File: src/rtl/pll_mdrp_ctrl.sv
// PLL dynamic-reconfiguration port sequencer: pointer walk, 8-bit access,
// and reset/re-lock handling with timeout, all in the MD clock domain.
module pll_mdrp_ctrl #(
    parameter int ADDR_W       = 7,
    parameter int RST_CYCLES   = 16,
    parameter int LOCK_TIMEOUT = 65535,
    parameter int READ_LAT     = 2
) (
    input  logic              clk,
    input  logic              rst_n,
    input  logic              cmd_valid,
    output logic              cmd_ready,
    input  logic [1:0]        cmd_op,
    input  logic [ADDR_W-1:0] cmd_addr,
    input  logic [7:0]        cmd_wdata,
    output logic              rsp_valid,
    output logic [7:0]        rsp_rdata,
    output logic              rsp_err,
    output logic [1:0]        md_opc,
    output logic              md_ainc,
    output logic [7:0]        md_wdi,
    input  logic [7:0]        md_rdo,
    output logic              pll_rst,
    input  logic              pll_lock_i,
    output logic              lock_o
);

    typedef enum logic [3:0] {
        S_BOOT_RST, S_BOOT_LOCK, S_IDLE, S_SEEK, S_WR,
        S_RD, S_RD_WAIT, S_RST, S_LOCK_WAIT, S_RESP
    } state_t;

    state_t            state_q, state_d;
    logic [31:0]       cnt_q, cnt_d;
    logic [ADDR_W-1:0] ptr_q, ptr_d, addr_q, addr_d, ptr_inc;
    logic [1:0]        op_q, op_d;
    logic [7:0]        wdata_q, wdata_d, rdata_q, rdata_d, wdi_q, wdi_d;
    logic              err_q, err_d, lock_o_q, lock_o_d;
    logic              sync1_q, sync1_d, sync2_q, sync2_d;
    logic              seek;

    assign ptr_inc = ptr_q + 1'b1;
    assign seek    = (cmd_addr != ptr_q);

    always_ff @(posedge clk or negedge rst_n) begin
        if (!rst_n) begin
            state_q  <= S_BOOT_RST;
            cnt_q    <= '0;
            ptr_q    <= '0;
            addr_q   <= '0;
            op_q     <= '0;
            wdata_q  <= '0;
            rdata_q  <= '0;
            wdi_q    <= '0;
            err_q    <= 1'b0;
            lock_o_q <= 1'b0;
            sync1_q  <= 1'b0;
            sync2_q  <= 1'b0;
        end else begin
            state_q  <= state_d;
            cnt_q    <= cnt_d;
            ptr_q    <= ptr_d;
            addr_q   <= addr_d;
            op_q     <= op_d;
            wdata_q  <= wdata_d;
            rdata_q  <= rdata_d;
            wdi_q    <= wdi_d;
            err_q    <= err_d;
            lock_o_q <= lock_o_d;
            sync1_q  <= sync1_d;
            sync2_q  <= sync2_d;
        end
    end

    always_comb begin
        state_d = state_q;
        cnt_d   = cnt_q + 32'd1;
        ptr_d   = ptr_q;
        addr_d  = addr_q;
        op_d    = op_q;
        wdata_d = wdata_q;
        rdata_d = rdata_q;
        wdi_d   = wdi_q;
        err_d   = err_q;
        sync1_d = pll_lock_i;
        sync2_d = sync1_q;
        case (state_q)
            S_BOOT_RST:
                if (cnt_q == 32'(RST_CYCLES - 1)) state_d = S_BOOT_LOCK;
            S_BOOT_LOCK:
                if (sync2_q || cnt_q == 32'(LOCK_TIMEOUT - 1)) state_d = S_IDLE;
            S_IDLE:
                if (cmd_valid) begin
                    op_d    = cmd_op;
                    addr_d  = cmd_addr;
                    wdata_d = cmd_wdata;
                    err_d   = 1'b0;
                    rdata_d = 8'h00;
                    // zero seek distance goes straight to the access cycle
                    unique case (1'b1)
                        cmd_op == 2'b11:          begin state_d = S_RESP; err_d = 1'b1; end
                        cmd_op == 2'b10:          state_d = S_RST;
                        !cmd_op[1] && seek:       state_d = S_SEEK;
                        cmd_op == 2'b01 && !seek: state_d = S_WR;
                        cmd_op == 2'b00 && !seek: state_d = S_RD;
                    endcase
                end
            S_SEEK: begin
                ptr_d = ptr_inc;
                if (ptr_inc == addr_q) state_d = (op_q == 2'b00) ? S_RD : S_WR;
            end
            S_WR: begin
                wdi_d   = wdata_q;
                state_d = S_RESP;
            end
            S_RD:
                state_d = S_RD_WAIT;
            S_RD_WAIT:
                if (cnt_q == 32'(READ_LAT - 1)) begin
                    rdata_d = md_rdo;
                    state_d = S_RESP;
                end
            S_RST:
                if (cnt_q == 32'(RST_CYCLES - 1)) state_d = S_LOCK_WAIT;
            S_LOCK_WAIT:
                if (sync2_q) begin
                    err_d   = 1'b0;
                    state_d = S_RESP;
                end else if (cnt_q == 32'(LOCK_TIMEOUT - 1)) begin
                    err_d   = 1'b1;
                    state_d = S_RESP;
                end
            S_RESP:
                state_d = S_IDLE;
            default:
                state_d = S_BOOT_RST;
        endcase
        if (state_d != state_q) cnt_d = '0;
        // based on next state so lock_o is low for every reset/relock cycle
        lock_o_d = sync2_q & ~(state_d inside {S_BOOT_RST, S_BOOT_LOCK, S_RST, S_LOCK_WAIT});
    end

    always_comb begin
        cmd_ready = (state_q == S_IDLE);
        rsp_valid = (state_q == S_RESP);
        rsp_rdata = (state_q == S_RESP) ? rdata_q : 8'h00;
        rsp_err   = (state_q == S_RESP) & err_q;
        md_ainc   = (state_q == S_SEEK);
        pll_rst   = (state_q == S_BOOT_RST) || (state_q == S_RST);
        md_wdi    = (state_q == S_WR) ? wdata_q : wdi_q;
        lock_o    = lock_o_q;
        md_opc    = 2'b00;
        if (state_q == S_WR) md_opc = 2'b01;
        if (state_q == S_RD) md_opc = 2'b10;
    end

endmodule
File: config.mk
export PLATFORM = sky130hd
export DESIGN_NAME = pll_mdrp_ctrl
export DESIGN_NICKNAME = d
export VERILOG_FILES = /design/src/rtl/pll_mdrp_ctrl.sv
export SDC_FILE = /design/constraint.sdc
export NUM_CORES = 1
export LEC_CHECK = 0
export BUFFER_PORTS_ARGS = -buffer_cell sky130_fd_sc_hd__buf_2
export CELL_PAD_IN_SITES_DETAIL_PLACEMENT = 0
export CELL_PAD_IN_SITES_GLOBAL_PLACEMENT = 1
export CORE_UTILIZATION = 47
export CTS_BUF_LIST = sky130_fd_sc_hd__clkbuf_4 sky130_fd_sc_hd__clkbuf_8
export DETAILED_ROUTE_END_ITERATION = 8
export PLACE_DENSITY = 0.84
export SETUP_SLACK_MARGIN = 0.3
export SLEW_MARGIN = 30
export SYNTH_ARGS = -nofsm -noshare
export SYNTH_HDL_FRONTEND = slang
export SYNTH_SLANG_ARGS = --single-unit
export TNS_END_PERCENT = 20
File: constraint.sdc
create_clock -name clk -period 3 [get_ports clk]
set_input_delay 0.15 -clock clk [delete_from_list [all_inputs] [get_ports clk]]
set_output_delay 0.15 -clock clk [all_outputs]
set_load 0.01 [all_outputs]
; Word level (Yosys, flattened, before mapping)
; Index checks and enable logic that the tools add are counted.
[classes]
n_addsub = 2
eq_ne = 24
mux = 24
n_bitwise = 3
n_reduce_logical = 17
[ops]
columns = op, n
row1 = $pmux W4 S10, 1
row2 = $add A32 B1 Y32 const B, 1
row3 = $eq A32 B1 Y1 const B, 1
row4 = $eq A32 B16 Y1 const B, 1
row5 = $eq A32 B4 Y1 const B, 1
row6 = $mux W32, 1
row7 = $mux W4, 8
row8 = $mux W8, 4
row9 = $eq A4 B3 Y1 const B, 5
row10 = $pmux W4 S5, 1
row11 = $pmux W8 S2, 1
row12 = $eq A4 B4 Y1 const B, 3
row13 = $eq A4 B1 Y1 const B, 2
row14 = $eq A4 B2 Y1 const B, 2
row15 = $logic_not A4 Y1, 2
row16 = $add A7 B1 Y7 const B, 1
row17 = $eq A7 B7 Y1, 1
row18 = $ne A7 B7 Y1, 1
row19 = $mux W1, 6
row20 = $reduce_and A3 Y1, 2
row21 = $eq A2 B2 Y1 const B, 2
row22 = $logic_not A2 Y1, 2
row23 = $ne A2 B2 Y1 const B, 2
row24 = $ne A4 B4 Y1, 1
row25 = other kinds (12), 18
[word_totals]
register_bits = 80
output_inout_bits = 24
wordCells = 82

; Longest topological paths before layout
; Gate-level depths: netlist of run 1.
[logic_depth]
word_depth = 10
mapped_depth = 10
ltp_nobuf = 9

; Worst setup path after synthesis of run 1
; OpenSTA, ideal clock, no wires.
[synth_path]
path_kind = reg2reg
start = reg ptr_q[0]
end = reg cnt_q[23]
setup_time_ps = 146
arrival_time_ps = 2261
required_time_ps = 2854
setup_slack_ps = 593
stages_incl_launch_ff = 9
n_path_buf = 1
period_less_slack_ps = 2407
cell_sequence = dfrtp_1 > ha_1 > nand3_1 > o21ai_0 > nand4_1 > or4_1 > a31oi_1 > buf_2 > nor4_2
[synth_via]
elab_chain_cells = 8
elab_cells_between_ends = 13
classes_between = add/sub: 1 / eq/ne: 3 / mux: 5 / reduce/logical: 4
[synth_rtl]
columns = element, line
row1 = from (decl), 35  ; logic [ADDR_W-1:0] ptr_q, ptr_d, addr_q, addr_d, ptr_inc;
row2 = from (signal assigned), 62  ; ptr_q <= ptr_d;
row3 = "parallel branches: the longest is 5 deep, another holds $add A7 B1 Y7", n/a
row4 = $pmux W4 S10 (*), 87  ; case (state_q)
row5 = $ne A4 B4 Y1 (*), 138  ; if (state_d != state_q) cnt_d = '0;
row6 = $mux W32 (*), 138
row7 = via cnt_d[23], 34  ; logic [31:0] cnt_q, cnt_d;
row8 = to (signal assigned), 61  ; cnt_q <= cnt_d;
row9 = to (decl), 34
; Mark *: on every way through the listed nets, which the timed path passes.
; A chain may end at the register's enable or synchronous reset.

; Final worst setup path of run 1
[layout_path]
start = reg cnt_q[5]
end = reg cnt_q[4]
[layout_via]
elab_chain_cells = 6
elab_cells_between_ends = 13
classes_between = eq/ne: 4 / mux: 8 / reduce/logical: 1
[layout_rtl]
columns = element, line
row1 = $eq A32 B16 Y1, "91, 129"
row2 = $mux W4 / $logic_or A1 B1 Y1 (equally long branches), "129, 91"
row3 = $mux W4 (on tied branches), "126, 91"
row4 = $pmux W4 S10 (*), 87
row5 = $ne A4 B4 Y1 (*), 138
row6 = $mux W32 (*), 138
row7 = via cnt_d[4], 34
; The timed path passes the listed nets; every way through them passes the cells marked *.

==> impl_metrics.py, run 1 <==
metrics = {
    "status": {
        "outcome": "complete, no violations",
    },
    "timing": {
        "max_slew_margin_pct": 39.4,
        "layout_setup_ws_ns": 0.384,
        "final_max_slew_viol_count": 0,
        "hold_violations": 0,
        "fin_skew_ns": 0.00913,
        "timing.fmax_mhz": 382,
        "setup_viol": 0,
        "tightest_slew_ns": 0.902,
        "setup_tns_ns": 0,
        "fin_crit_ns": 2.62,
        "finalCritPeriodShare_pct": 87.2,
        "rsz0062_at_grt": "no",
    },
    "run": {
        "drv_cap": 0,
    },
    "worst_hold_path": {
        "min_path_cells": 3,
        "hold_path_startpoint": "cmd_addr[1]",
        "hold_class": "input port to flip-flop",
        "hold_end": "addr_q[1]",
    },
    "floorplanning": {
        "core_area_um2": 9200,
        "start_util_pct": 48.4,
        "die_area_um2": 9860,
        "die_h_um": 99.3,
        "fp.dieW_um": 99.3,
        "pin_count": 53,
        "row_count": 35,
    },
    "placed_design": {
        "place_area_um2": 4880,
        "pre_cts_slack_ns": 0.190,
        "gp_congestion": 0.860,
        "place_hpwl_um": 6840,
        "place.port_buffers": 52,
        "dp.cells": 625,
    },
    "clock_network": {
        "clock_latency_ns": 0.36,
        "cts_tree": "done",
        "cts_buffer_depth": 2,
        "clk_pin_slew_worst_paths_ns": 0.09,
        "cts-root-buf": "clkbuf_8",
        "htree_levels": 3,
        "cts-buffers-inserted": 9,
        "numClockSinks": 80,
    },
    "worst_setup_path": {
        "critPathTopFamily": "simple AND/OR/NAND/NOR gates",
        "cp-start-kind": "flip-flop",
        "cp.buffers_inverters": 1,
        "r2r_cells": 8,
        "worst_path_largest_cell_delay_ns": 0.51,
        "worstPathArrival_ns": 2.87,
        "endpoint_kind": "flip-flop",
        "cpMaxStageDelayCell": "dfrtp_1",
        "reg2reg_to": "cnt_q[4]",
        "timing.reg2reg.setup_slack_ns": 0.38,
        "cp.required_ns": 3.25,
        "critical_path_class": "flip-flop to flip-flop",
        "crit_chain": "nand4_2 -> nor4_4 -> a21oi_1 -> o221a_2 -> a31oi_2 -> o22ai_4 -> buf_12 -> nor4_2",
        "r2r-start": "cnt_q[5]",
        "path_max_fanout": 32,
    },
    "synth": {
        "synth_top_family_by_area": "simple AND/OR/NAND/NOR gates",
        "syn_nets": 508,
        "syn_inst": 475,
        "synth_seq_cells": 80,
        "async_flop_share_pct": 100,
        "synth_warnings": 0,
        "syn_avg_cell_area_um2": 9.36,
        "synthesis.area_um2": 4450,
        "synthFlopType": "dfrtp_1",
        "synth-compound-area-share_pct": 4.75,
        "synth-simple-area-share_pct": 35.6,
        "synth_edf_count": 0,
        "ys_types": 47,
        "synth_mux_area_share_pct": 0,
        "ys_seq_area_share_pct": 45.0,
        "synth_xor_area_share_pct": 9.85,
        "synth_fa_ha_area_share_pct": 1.13,
    },
    "final_layout": {
        "fin_area_um2": 5510,
        "instances_no_fill": 659,
        "multi_input_area_um2": 2510,
        "antenna-diode-count": 0,
        "num-fill-cells": 810,
        "regArea_um2": 2010,
        "area_growth_pct": 23.8,
        "final_nets": 576,
        "drive_above_1_share_pct": 28.5,
    },
    "drt": {
        "drt_iter0_markers": 204,
        "drc_errors": 0,
        "vias": 3675,
        "drt-total-wl_um": 10300,
        "postRouteAntennaNets": 0,
        "firstDrtPassIters": 5,
        "wl_per_cell_um": 15.6,
        "via_per_inst": 5.58,
    },
    "power_and_ir_drop": {
        "p_leak_uw": 0.00245,
        "ir_drop_uv": 516,
        "p_per_area_nw_per_um2": 787,
    },
    "grt": {
        "grt_start_max_net_pins": 81,
        "antenna_found_initial": 0,
        "grt_pass1_vias": 3693,
        "grt_usage_pct": 21.9,
        "overflow": 0,
        "grt_pass1_wl_um": 17300,
    },
}
-- final cells by class --
class | count | area share, %
clock inverters | 6 | 2.50
inverters | 11 | 0.750
clock buffers | 10 | 2.50
well taps | 111 | 2.52
repair buffers | 80 | 9.79
multi-input cells | 361 | 45.5
flip-flops and latches | 80 | 36.4
-- placed cells by master, fill, tap and decap left out, types with 10 or more instances in the layout --
cell	synthesis	routed
nand2_1	123	123
dfrtp_1	80	76
buf_2	9	51
nor4_2	34	33
xor2_1	29	29
nand3_1	24	22
xnor2_1	21	20
nand4_1	15	15
buf_4	0	15
nor2_1	14	12
and2_1	11	11
nor3_1	12	10
o21ai_0	12	10
clkbuf_8	0	10
dlygate4sd3_1	0	10
-- routing by layer --
metal | track usage (%) | vias up | wire length [um]
li1 | - | 1787 | -
met1 | 29.4 | 1773 | 4650
met2 | 36.8 | 96 | 5040
met3 | 3.79 | 19 | 434
met4 | 6.00 | 0 | 136
met5 | 0 | - | 0
-- where the power goes --
group | switching, uW | internal, uW | total, uW
Sequential | 190 | 1290 | 1480
Combinational | 1100 | 664 | 1760
Clock | 423 | 666 | 1090
-- synthesized netlist by cell type, drive strengths merged, types with 11 or more instances --
master | instances | area [um2]
nand4 | 16 | 106
o21ai | 13 | 65.1
buf | 13 | 82.6
and2 | 11 | 68.8
nand3 | 24 | 120
xor2 | 29 | 254
nand2 | 123 | 462
xnor2 | 21 | 184
nor4 | 45 | 494
nor2 | 15 | 58.8
dfrtp | 80 | 2000
nor3 | 13 | 70.1
-- tightest hold or removal path, cell delays in order --
cell and delay (ns):
buf_2 0.10, nand2_1 0.04, nand2_1 0.05
-- metrics by stage --
| stage | hold WS (ns) | utilization (%) | power (uW) |
|---|---|---|---|
| 6_report | 0.00615 | 59.9 | 4330 |
| 5_1_grt | 0.0151 | 59.9 | 4580 |
| 3_5_place_dp | 0.249 | 53.1 | 3060 |
| 4_1_cts | 0.0000553 | 57.4 | 4190 |
| 2_1_floorplan | -0.146 | - | 2610 |
| 3_3_place_gp | 0.260 | 53.0 | 3030 |
-- cell families after synthesis --
family,after synthesis
flops,80
simple gates,276
buf+inv,34
xor+xnor,50
fa+ha+maj,4
compound gates,31
-- registers in the layout, summed over array words and instances (netlist names) --
name and count:
state_q 4, rdata_q 8, lock_o 1, ptr_q 7, sync2_q 1, wdata_q 8, err_q 1, wdi_q 8
sync1_q 1, op_q 2, addr_q 7, cnt_q 32
-- worst max path at each step --
| stage | cells after the start | to | slack (ns) | from |
|---|---|---|---|---|
| floorplan | 8 | cnt_q[23] | 0.59 | ptr_q[0] |
| global placement | 9 | cnt_q[31] | 0.28 | ptr_q[0] |
| detailed placement | 9 | cnt_q[26] | 0.19 | ptr_q[0] |
| CTS | 9 | cnt_q[4] | 0.31 | ptr_q[0] |
| global route | 10 | cnt_q[9] | 0.26 | ptr_q[1] |
| finish | 8 | cnt_q[4] | 0.38 | cnt_q[5] |
-- what timing repair did --
action                     in CTS  in global routing
setup endpoints to repair      32                 33
hold buffers                   10                  0
resized for setup               4                 33
setup buffers                   0                  8
pin swaps                       1                  6
hold endpoints to repair       89                  0
Power figures use the tool's default switching activity.
==> run 2: changes to the inputs <==
GPL_ROUTABILITY_DRIVEN = 1   (was unset)
REMOVE_ABC_BUFFERS = 1   (was unset)
==> run 2 against run 1 <==
  * Register-to-register slack got worse by 0.04 ns
  * Global-route usage decreased by 0.050 points
  * Non-clock buffer count increased by 3
  * Sequential share of layout area increased by 0.17 points
  * Core utilization decreased by 0.27 points
  * Critical path depth unchanged
  * Combinational power about the same
  * Clock skew increased by 0.011 ns
  * Routed wire length increased by 1.2%
  * Clock power decreased by 22%
  * Via count decreased by 1.7%
==> impl_metrics.py, run 2 (same netlist as run 1, synthesis figures left out) <==
metrics = {
    "status": {
        "outcome": "complete, no violations",
    },
    "placed_design": {
        "pre_cts_slack_ns": 0.294,
        "place_hpwl_um": 6820,
        "gp_congestion": 0.888,
        "place.port_buffers": 52,
        "dp.cells": 627,
    },
    "final_layout": {
        "instances_no_fill": 662,
        "num-fill-cells": 808,
        "largest_register_ff_count": 32,
        "drive_above_1_share_pct": 27.4,
        "final_util_pct": 59.6,
        "top_register": "cnt_q",
        "antenna-diode-count": 0,
        "most-common-layout-cells": "nand2_1, dfrtp_1, buf_2",
        "final_nets": 579,
        "area_growth_pct": 23.3,
        "final_common_cell": "nand2_1",
    },
    "floorplanning": {
        "die_area_um2": 9860,
        "fp.dieW_um": 99.3,
        "core_area_um2": 9200,
        "die_h_um": 99.3,
        "pin_count": 53,
        "row_count": 35,
        "start_util_pct": 48.4,
    },
    "clock_network": {
        "clock_latency_ns": 0.36,
        "cts_buffer_depth": 2,
        "htree_levels": 3,
        "cts_tree": "done",
        "cts-buffers-inserted": 9,
        "numClockSinks": 80,
        "cts-root-buf": "clkbuf_8",
        "clk_pin_slew_worst_paths_ns": 0.08,
    },
    "timing": {
        "setup_tns_ns": 0,
        "timing.fmax_mhz": 377,
        "layout_setup_ws_ns": 0.345,
        "rsz0062_at_grt": "yes",
        "tightest_slew_ns": 0.720,
        "hold_violations": 0,
        "fin_crit_ns": 2.66,
        "finalCritPeriodShare_pct": 88.5,
        "setup_viol": 0,
        "final_max_slew_viol_count": 0,
        "max_slew_margin_pct": 52.0,
        "fin_skew_ns": 0.0198,
    },
    "grt": {
        "grt_start_max_net_pins": 81,
        "grt_pass1_vias": 3557,
        "grt_pass1_wl_um": 17000,
        "grt_usage_pct": 21.9,
        "antenna_found_initial": 0,
        "overflow": 0,
    },
    "power_and_ir_drop": {
        "p_leak_uw": 0.00242,
        "p_per_area_nw_per_um2": 746,
        "ir_drop_uv": 477,
    },
    "drt": {
        "drc_errors": 0,
        "vias": 3612,
        "postRouteAntennaNets": 0,
        "drt-total-wl_um": 10400,
        "firstDrtPassIters": 4,
        "wl_per_cell_um": 15.7,
        "drt_iter0_markers": 149,
        "via_per_inst": 5.46,
    },
    "worst_setup_path": {
        "critical_path_class": "flip-flop to flip-flop",
        "cp-start-kind": "flip-flop",
        "cp.required_ns": 3.25,
        "path_max_fanout": 32,
        "worstPathArrival_ns": 2.90,
        "endpoint_kind": "flip-flop",
        "r2r_cells": 8,
    },
    "worst_hold_path": {
        "min_path_cells": 3,
        "hold_class": "input port to flip-flop",
    },
    "run": {
        "drv_cap": 0,
    },
}
run 2: cell types whose count changed in the layout (fill, tap and decap cells not counted), moves of 2 or more:
cell,change
dlygate4sd3_1,+4
bufinv_16,-3
nor4_2,-2
nor4_4,+2
run 2: final timing paths:
path | slack (ns) | startpoint | to
setup / recovery | 0.34 | cnt_q[25] | cnt_q[4]
hold / removal | 0.02 | cmd_addr[4] | addr_q[4]
setup reg to reg | 0.34 | cnt_q[25] | cnt_q[4]
hold reg to reg | 0.38 | sync1_q | sync2_q
max in group asynchronous | 2.08 | rst_n | cnt_q[0]
min in group asynchronous | 0.40 | rst_n | rdata_q[0]
run 2: per-stage QoR:
step                      area [um2]  total power (uW)  hold WS, ns
after floorplan                 4330              2450       -0.146
after global placement          4890              3020        0.260
after detailed placement        4900              3060        0.247
after CTS                       5280              3960    0.0000672
after global routing            5480              4350       0.0120
final                           5480              4090       0.0165
run 2: timing repair:
action,CTS,global route
pin swaps,2,9
buffers inserted,0,5
endpoints found under the setup margin,29,33
hold buffers,14,0
resized for setup,6,30
hold endpoints to repair,93,0
gates cloned,0,0
run 2: layout make-up:
| class | instances | area (um2) | area share (%) |
|---|---|---|---|
| Multi-Input combinational cell | 361 | 2520 | 45.9 |
| Sequential cell | 80 | 2010 | 36.6 |
| Timing Repair Buffer | 83 | 572 | 10.4 |
| Tap cell | 111 | 139 | 2.53 |
| Clock buffer | 9 | 124 | 2.26 |
| Clock inverter | 7 | 83.8 | 1.53 |
| Inverter | 11 | 41.3 | 0.753 |
run 2: metal layers:
layer | GRT usage [%] | up-vias | share of wire (%)
met3 | 3.09 | 9 | 2.3
met4 | 8.26 | 0 | 1.1
met2 | 36.8 | 46 | 51
li1 | - | 1785 | -
met5 | 0 | - | 0
met1 | 28.8 | 1772 | 46
run 2: power by group:
part	total (uW)	switching [uW]	internal, uW
Clock	845	444	401
Combinational	1770	1120	644
Sequential	1480	189	1290
run 2: critical path: stages (launching register included):
cell     delay (ns)
dfrtp_1        0.44
nor4_2         0.35
nand4_1        0.24
or3_1          0.42
and4b_4        0.23
a41oi_4        0.25
o22ai_4        0.11
buf_12         0.19
nor4_4         0.30
==> run 3: changes to the inputs <==
CELL_PAD_IN_SITES_DETAIL_PLACEMENT = 1   (was 0)
CELL_PAD_IN_SITES_GLOBAL_PLACEMENT = 2   (was 1)
CORE_UTILIZATION = 38   (was 47)
PLACE_DENSITY = 0.83   (was 0.84)
==> run 3 against run 2 <==
  * Critical path depth up 1
  * Non-clock buffer count up 15
  * Clock-buffer cell count up 3
  * Flip-flop and latch count unchanged
  * Total power up 7.1%
  * Sequential share of layout area down 1.6 points
  * Sequential power about the same
  * Global-route usage down 1.0 points
  * Setup slack better by 0.034 ns
  * Clock skew down 0.0069 ns
  * Core utilization down 9.3 points
  * Via count up 5.0%
  * Critical endpoint is now cnt_q[24]
  * Largest power group unchanged
==> impl_metrics.py, run 3 (same netlist as run 1, synthesis figures left out) <==
metrics = {
    "status": {
        "outcome": "complete, no violations",
    },
    "clock_network": {
        "cts_tree": "done",
        "cts-buffers-inserted": 9,
        "htree_levels": 3,
        "clk_pin_slew_worst_paths_ns": 0.09,
        "cts_buffer_depth": 2,
        "numClockSinks": 80,
        "cts-root-buf": "clkbuf_8",
        "clock_latency_ns": 0.38,
    },
    "timing": {
        "setup_viol": 0,
        "rsz0062_at_grt": "yes",
        "finalCritPeriodShare_pct": 87.4,
        "max_slew_margin_pct": 50.5,
        "fin_skew_ns": 0.0129,
        "fin_crit_ns": 2.62,
        "tightest_slew_ns": 0.743,
        "layout_setup_ws_ns": 0.378,
        "final_max_slew_viol_count": 0,
        "timing.fmax_mhz": 381,
        "whs_ns": 0.0175,
        "hold_violations": 0,
    },
    "placed_design": {
        "place_area_um2": 4950,
        "dp.cells": 660,
        "place.port_buffers": 52,
        "place_hpwl_um": 8060,
        "pre_cts_slack_ns": 0.144,
        "gp_congestion": 0.811,
    },
    "floorplanning": {
        "die_area_um2": 12100,
        "start_util_pct": 39.0,
        "die_h_um": 110,
        "row_count": 39,
        "fp.dieW_um": 110,
        "core_area_um2": 11400,
        "pin_count": 53,
    },
    "final_layout": {
        "fin_area_um2": 5750,
        "instances_no_fill": 709,
        "num-fill-cells": 1331,
        "final_nets": 594,
        "area_growth_pct": 29.2,
        "antenna-diode-count": 0,
        "drive_above_1_share_pct": 28.8,
        "largest_register_ff_count": 32,
        "top_register": "cnt_q",
        "most-common-layout-cells": "nand2_1, dfrtp_1, buf_2",
        "final_common_cell": "nand2_1",
    },
    "worst_setup_path": {
        "worstPathArrival_ns": 2.88,
        "cp-start-kind": "flip-flop",
        "cp.required_ns": 3.26,
        "critical_path_class": "flip-flop to flip-flop",
        "path_max_fanout": 16,
        "endpoint_kind": "flip-flop",
        "r2r_cells": 9,
    },
    "drt": {
        "wl_per_cell_um": 17.2,
        "via_per_inst": 5.35,
        "drc_errors": 0,
        "firstDrtPassIters": 4,
        "vias": 3791,
        "postRouteAntennaNets": 0,
        "drt_iter0_markers": 145,
        "drt-total-wl_um": 12200,
    },
    "grt": {
        "antenna_found_initial": 0,
        "overflow": 0,
        "grt_usage_pct": 20.9,
        "grt_start_max_net_pins": 81,
        "grt_pass1_wl_um": 19100,
        "grt_pass1_vias": 3833,
    },
    "worst_hold_path": {
        "min_path_cells": 3,
        "hold_class": "input port to flip-flop",
    },
    "run": {
        "drv_cap": 0,
    },
    "power_and_ir_drop": {
        "finalPower_uw": 4380,
        "p_per_area_nw_per_um2": 763,
        "ir_drop_uv": 395,
        "p_leak_uw": 0.00251,
    },
}
-- run 3: changes by cell type in the layout (fill, tap and decap cells not counted), sizes merged --
cell,change
buf,+7
clkbuf,+6
clkinv,+1
dlygate4sd3,+5
inv,-4
-- run 3: final cells by class --
type	instances	area (um2)	area share, %
tap	143	179	3.11
inverter	11	41.3	0.719
clock inverter	4	51.3	0.893
multi-input combinational	361	2530	44.0
clock buffer	12	165	2.87
sequential	80	2010	35.0
timing repair buffer	98	769	13.4
-- run 3: path summary, 6_finish.rpt --
path,slack (ns),start,endpoint
setup reg to reg,0.38,ptr_q[0],cnt_q[24]
setup / recovery,0.38,ptr_q[0],cnt_q[24]
hold / removal,0.02,cmd_addr[5],addr_q[5]
hold reg to reg,0.40,sync1_q,sync2_q
max in group asynchronous,2.06,rst_n,cnt_q[8]
min in group asynchronous,0.39,rst_n,rdata_q[0]
-- run 3: stage by stage --
stage	TNS [ns]	util, %
2_1_floorplan	-71.48	-
4_1_cts	0	47.2
3_3_place_gp	0	43.1
5_1_grt	0	50.3
6_report	0	50.3
3_5_place_dp	0	43.4
-- run 3: where the power goes --
part	switching (uW)	internal (uW)
registers	200	1290
clock network	412	453
logic	1230	795
total	1840	2540
-- run 3: worst max-delay path, cell delays in order, from the launching register on --
cell and delay (ns):
dfrtp_2 0.44, ha_2 0.24, nand3_2 0.14, o21ai_1 0.16, nand4_1 0.09, buf_4 0.16, or4_1 0.59, a31oi_4 0.34
clkbuf_16 0.27, nor4_2 0.06
-- run 3: routing by layer --
metal / wire [um] / track usage (%) / up-vias
met1: 5470 / 26.0 / 1929
met4: 135 / 6.11 / 0
met2: 6270 / 35.0 / 41
li1: - / - / 1811
met3: 327 / 6.17 / 10
met5: 0 / 0 / -
-- run 3: repair_timing --
action	CTS	global route
cloned	0	3
hold buffers	18	1
setup buffers	1	10
hold endpoints to repair	97	1
gates resized for setup	6	35
pin swaps	1	8
setup endpoints to repair	32	33
